==> config.mk <==
export PLATFORM = sky130hd
export DESIGN_NAME = quad_encoder
export DESIGN_NICKNAME = d
export VERILOG_FILES = /design/src/rtl/quad_encoder.sv
export SDC_FILE = /design/constraint.sdc
export NUM_CORES = 1
export LEC_CHECK = 0
export ABC_CLOCK_PERIOD_IN_PS = 4120
export BUFFER_PORTS_ARGS = -buffer_cell sky130_fd_sc_hd__buf_2
export CORE_MARGIN = 2
export CORE_UTILIZATION = 35
export CTS_CLUSTER_DIAMETER = 30
export DETAILED_ROUTE_END_ITERATION = 10
export PLACE_DENSITY = 0.6
export SKIP_CTS_REPAIR_TIMING = 1
export SLEW_MARGIN = 10
export SYNTH_ARGS = -nofsm -noshare
export SYNTH_HDL_FRONTEND = slang
export SYNTH_SLANG_ARGS = --single-unit
==> constraint.sdc <==
create_clock -name clk -period 4.12 [get_ports clk]
set_input_delay 0.206 -clock clk [delete_from_list [all_inputs] [get_ports clk]]
set_output_delay 0.206 -clock clk [all_outputs]
set_load 0.01 [all_outputs]
==> src/rtl/quad_encoder.sv <==
// Quadrature encoder decoder: A/B/Z synchroniser, glitch filter, 4x position counter, index latch.
// Optional QUAD_ENCODER_INDEX_RESET_EN: a qualifying index edge also zeroes the position count.
module quad_encoder #(
   parameter int COUNT_WIDTH = 32,
   parameter int FILTER_LEN  = 4
) (
   input  logic                   clk,
   input  logic                   rst,
   input  logic                   ENC_A,
   input  logic                   ENC_B,
   input  logic                   ENC_Z,
   input  logic                   enable,
   input  logic                   clear,
   output logic [COUNT_WIDTH-1:0] count,
   output logic [COUNT_WIDTH-1:0] index_count,
   output logic                   index_seen,
   output logic                   error
);

   localparam logic [7:0]             RUN_LAST = 8'(FILTER_LEN - 1);
   localparam logic [COUNT_WIDTH-1:0] ONE      = COUNT_WIDTH'(1);

   // Bit order in the 3-bit vectors: [0]=A, [1]=B, [2]=Z
   logic [2:0]             s1;
   logic [2:0]             s2;
   logic [2:0]             filt;
   logic [7:0]             run_cnt [3];
   logic [1:0]             prime_cnt;
   logic                   primed;
   logic                   a_d;
   logic                   b_d;
   logic                   z_d;
   logic [1:0]             pos_diff;
   logic                   z_rise;
   logic                   illegal;
   logic [COUNT_WIDTH-1:0] count_next;

   function automatic logic [1:0] gray_pos(input logic a, input logic b);
      case ({a, b})
         2'b00:   gray_pos = 2'd0;
         2'b01:   gray_pos = 2'd1;
         2'b11:   gray_pos = 2'd2;
         default: gray_pos = 2'd3;
      endcase
   endfunction

   assign primed = (prime_cnt == 2'd3);

   always_ff @(posedge clk) begin
      if (rst) begin
         s1 <= '0;
         s2 <= '0;
      end else begin
         s1 <= {ENC_Z, ENC_B, ENC_A};
         s2 <= s1;
      end
   end

   always_ff @(posedge clk) begin
      if (rst) begin
         prime_cnt <= '0;
      end else if (!primed) begin
         prime_cnt <= prime_cnt + 2'd1;
      end
   end

   always_ff @(posedge clk) begin
      if (rst) begin
         filt <= '0;
         for (int i = 0; i < 3; i++) run_cnt[i] <= '0;
      end else if (!primed) begin
         filt <= s2;
         for (int i = 0; i < 3; i++) run_cnt[i] <= '0;
      end else begin
         for (int i = 0; i < 3; i++) begin
            if (s2[i] == filt[i]) begin
               run_cnt[i] <= '0;
            end else if (run_cnt[i] == RUN_LAST) begin
               filt[i]    <= s2[i];
               run_cnt[i] <= '0;
            end else begin
               run_cnt[i] <= run_cnt[i] + 8'd1;
            end
         end
      end
   end

   // During priming the history follows s2 together with filt, so the first
   // primed cycle sees no difference and the settled pin state becomes the reference.
   always_ff @(posedge clk) begin
      if (rst) begin
         a_d <= 1'b0;
         b_d <= 1'b0;
         z_d <= 1'b0;
      end else if (!primed) begin
         a_d <= s2[0];
         b_d <= s2[1];
         z_d <= s2[2];
      end else begin
         a_d <= filt[0];
         b_d <= filt[1];
         z_d <= filt[2];
      end
   end

   always_comb begin
      pos_diff   = gray_pos(filt[0], filt[1]) - gray_pos(a_d, b_d);
      illegal    = primed && (pos_diff == 2'd2);
      z_rise     = primed && filt[2] && !z_d;
      count_next = count;
      if (primed && pos_diff == 2'd1) count_next = count + ONE;
      if (primed && pos_diff == 2'd3) count_next = count - ONE;
   end

   always_ff @(posedge clk) begin
      if (rst || clear) begin
         count       <= '0;
         index_count <= '0;
         index_seen  <= 1'b0;
         error       <= 1'b0;
      end else begin
         if (illegal) error <= 1'b1;
         if (enable) begin
            count <= count_next;
            if (z_rise) begin
               index_count <= count_next;
               index_seen  <= 1'b1;
`ifdef QUAD_ENCODER_INDEX_RESET_EN
               count       <= '0;
`endif
            end
         end
      end
   end

endmodule
# Yosys cells after proc, flatten, opt, wreduce, memory -nomap -nowiden
# Memory sizes are Yosys's and may differ from the RTL's.
# Index checks and enable logic that the tools add are counted.
[op_classes]
n_addsub = 7
eq_ne = 20
muxes = 73
bitwise_logic = 12
reduce_logical = 13
[ops]
columns = ["operator", "n"]
rows = [
  ["$mux 8", 12],
  ["$mux 32", 2],
  ["$mux 1", 56],
  ["$add 32x1->32 const B", 1],
  ["$sub 32x1->32 const B", 1],
  ["$add 8x1->8 const B", 3],
  ["$eq 8x2->1 const B", 3],
  ["$or 1x1->1", 12],
  ["$pmux 2 s3", 2],
  ["$eq 2x2->1 const B", 5],
  ["$reduce_and 2->1", 4],
  ["$eq 2x1->1 const B", 3],
  ["$ne 2x1->1 const B", 3],
  ["$ne 2x2->1 const B", 3],
  ["$logic_and 1x1->1", 5],
  ["$logic_not 2->1", 2],
  ["$eq 1x1->1", 3],
  ["$mux 3", 1],
  ["$add 2x1->2 const B", 1],
  ["$sub 2x2->2", 1],
  ["$logic_not 1->1", 1],
  ["$logic_or 1x1->1", 1],
]
[totals]
register_bits = 80
mem_bits_rw = 24
in_bits = 7
out_inout_bits = 66
elab_cells = 139
mem_count = 1
[memory_table]
columns = ["name", "depth", "width", "read_ports", "rd_clocked_by_memory_dff", "wr", "line_no", "text"]
rows = [
  ["run_cnt", 3, 8, 3, 0, 3, "27", "logic [7:0] run_cnt [3];"],
]

# Logic depth before layout (Yosys ltp)
[logic_depth]
word_depth = 8
depth_mapped = 11
ltp_nobuf = 10

# Worst setup path before layout
# Ideal clock, no wire load.
[synth_path]
path_kind = "register -> register"
startpoint = "register filt[1]"
endpoint = "register count[28]"
setup_ps = 128
arrival_time_ps = 2524
required_ps = 3992
setup_slack_ps = 1469
stages_incl_launch_ff = 10
n_path_buf = 0
synth_period_minus_slack_ps = 2651
cell_sequence = "dfxtp_1 > inv_1 > ha_1 > ha_1 > nand2b_1 > or3_1 > or4_1 > a221oi_2 > xnor2_1 > nor2_1"
[synth_via]
elab_chain_len = 7
word_cells_on_any_way = 11
cone_classes = "add/sub (1); eq/ne (4); mux (3); reduce/logical (3)"
[synth_lines]
columns = ["item", "line_no", "text"]
rows = [
  ["start: declaration", "26", "logic [2:0] filt;"],
  ["start signal: indexed assignment", "79", "filt[i] <= s2[i];"],
  ["$eq 2x2->1 (tied with other cells)", "39", "case ({a, b})"],
  ["$pmux 2 s3 *", "39", ""],
  ["$sub 2x2->2 *", "107", "pos_diff = gray_pos(filt[0], filt[1]) - gray_pos(a_d, b_d);"],
  ["$eq 2x1->1", "111", "if (primed && pos_diff == 2'd1) count_next = count + ONE;"],
  ["$logic_and 1x1->1", "111", ""],
  ["$mux 32", "111", ""],
  ["$mux 32 *", "112", "if (primed && pos_diff == 2'd3) count_next = count - ONE;"],
  ["end signal: assignment", "124", "count <= count_next;"],
  ["end: declaration", "14", "output logic [COUNT_WIDTH-1:0] count,"],
]
# Mark *: on every way between the ends. The rest lies on a longest branch, timed or not.
# A chain may end at the register's enable or synchronous reset.

# Worst setup path after layout
# Same ends and word-level chain as after synthesis.

==> out/metrics.cfg <==
[yosys]
synthArstFlopShare = 0
ys_seq_area_frac = 0.401
ys.flop_type = dfxtp_1
yosysTopAreaCellShare = 0.277
yosys-top-cells-area = dfxtp_1 (28%), edfxtp_1 (12%), nor2_1 (5.2%)
synth_top_cell_by_area = dfxtp_1
synth_cells = 681
synthesis.area_um2 = 5790
synth_edf_count = 24
ys_types = 63
synth_warnings = 0
synth.avg_cell_area_um2 = 8.50
ys_ff_latch = 104

[pwr]
ir_drop_v = 0.000192
switching_share = 0.255
seqPwrFrac = 0.520
pwr-share-comb = 0.069
clkPwrFrac = 0.410
internal_power_mw = 1.54
p_sw_uw = 529
pwr_density_cell_nw_per_um2 = 313
p_leak_nw = 2.56

[floorplanning]
die_h_um = 133
rows = 47
fp.dieW_um = 133
pin_count = 73
die-area_um2 = 17600
core_area_um2 = 16300
initial_utilization = 0.354

[final_layout]
final_cell_mix = dfxtp_1 (80), nor2_1 (79), buf_2 (72), nand2_1 (53), nand3_1 (53)
layout_commonest_cell = dfxtp_1
syn2layout_area_growth_pct = 14.2
multiInputGateArea_um2 = 3260
nFillCells = 1753
fin_nets = 762
drive_gt1_frac = 0.150
antenna_cells = 0
regArea_um2 = 2320
layoutNonFillerInstCount = 969

[sta]
hold_violations = 0
post-route-period-util = 0.740
rsz0062_at_grt = no
fin_tns_setup_ns = 0
final-setup-viol-count = 0
max_freq_mhz = 328
fin_crit_ns = 3.05
maxSlewViolCount = 0
worst_slew_margin_rel = 0.456
worst_slew_pin_slew_ns = 0.815
fin_skew_ns = 0.00986

[global_routing]
grt-ovfl-total = 0
grtUsageTotal = 0.182
met2_usage = 0.294
use_met3 = 0.0352
antenna_found_initial = 0
grt_use_met1 = 0.248
grt_pass1_vias = 4767
busiest_layer = met2
grt_max_degree = 38
grt_pass1_wl_um = 25600

[worst_setup_path]
worstPathArrival_ns = 3.27
crit_type = reg2reg
crit_path_start = filt[1]$_SDFFE_PP0P_
critical_path_required_ns = 4.35
setup.worst_path.start_class = flip-flop
rr_startpoint = filt[1]$_SDFFE_PP0P_
endpoint_kind = flip-flop
crit_fanout = 9

[clock_network]
numCtsBuffers = 9
cts_root_buffer = clkbuf_16
cts_sinks = 104
clk_latency_ns = 0.36
clk_pin_slew_ns = 0.08
htreeDepth = 3
cts_tree = done
cts_buffer_depth = 2

[status]
status = completed

[route]
drtIter0Drc = 411
ant_nets = 0
drc_errors = 0
routedWlPerCell_um = 16.4
wl_um = 15900
vias_per_cell = 5.33
first_pass_iters = 7
vias = 5161

[placement]
dp_hpwl_um = 11300
dp_cells = 953
place.gp.congestion = 0.923
portBuffers = 72

[run]
maxCapViolations = 0

[worst_hold_path]
hold_class = in2reg
min_from = ENC_Z

state kept, by name, indices dropped and copies added, names as in the netlist:
signal	count
filt	3
error	1
index_count	32
b_d	1
prime_cnt	2
z_d	1
s2	3
index_seen	1
s1	3
count	32
a_d	1
run_cnt	24
cell type report:
cell class                 instances  area share
multi-input combinational        538       0.494
inverter                          12     0.00682
timing repair buffer              79      0.0625
sequential                       104       0.351
clock inverter                     6     0.00757
tap                              220      0.0417
clock buffer                      10      0.0362
cell families (layout without fill, tap and decap cells):
group                      after synthesis  in the layout  synth area share
buffers and inverters                   62            107            0.0512
muxes                                    9              9            0.0158
other                                    1             24          0.000648
AOI/OAI and AO/OA                      112            112             0.126
adders and majority gates               11             11            0.0238
xor gates and xnor gates                57             57            0.0916
and+or+nand+nor                        325            325             0.289
DFF                                    104            104             0.401
per-stage QoR:
stage                     instance area (µm²)  utilization  setup slack (ns)  total power, mW  hold slack, ns
after floorplan                          5880            -              1.47             1.21           0.334
after global placement                   6320        0.387              1.14             1.24           0.419
after detailed placement                 6320        0.387              1.13             1.24           0.427
after CTS                                6610        0.404              1.10             2.09          0.0710
after global routing                     6610        0.404             0.889             2.15          0.0696
final                                    6610        0.404              1.07             2.07          0.0759
Yosys cell counts, drive strengths merged, types with 12 or more instances:
cell / n
a21oi: 27
nor2: 80
buf: 14
dfxtp: 80
inv: 12
nand4: 18
xor2: 33
or3: 18
and3: 17
nand3: 53
xnor2: 22
o211ai: 12
o21ai: 29
edfxtp: 24
nand2: 53
nor3: 20
clkbuf: 35
nor4: 20
power by group through the flow:
stage | combinational [mW] | sequential (mW) | clock [mW]
floorplan | 0.110 | 1.10 | 0
global placement | 0.140 | 1.10 | 0
detailed placement | 0.142 | 1.10 | 0
CTS | 0.142 | 1.08 | 0.872
global route | 0.160 | 1.08 | 0.913
finish | 0.143 | 1.08 | 0.849
final timing paths:
path         depth (start not counted)                endpoint  slack (ns)
min reg2reg                          1        s2[2]$_SDFF_PP0_        0.44
max                                  9  count[28]$_SDFFE_PP0P_        1.07
max reg2reg                          9  count[28]$_SDFFE_PP0P_        1.07
min                                  2        s1[2]$_SDFF_PP0_        0.08
layer usage:
metal | wire length, µm | share of wire
met1 | 7360 | 0.46
met2 | 7580 | 0.48
met3 | 780 | 0.049
met4 | 208 | 0.013
met5 | 0 | 0
worst max-delay path, cell delays in order, from the launching register on:
cell	delay, ns
dfxtp_1	0.41
inv_1	0.07
ha_1	0.28
ha_1	0.33
nand2b_1	0.32
or3_1	0.49
or4_1	0.52
a221oi_2	0.30
xnor2_1	0.15
nor2_1	0.05
No activity file was read; power rests on OpenSTA's default activity.
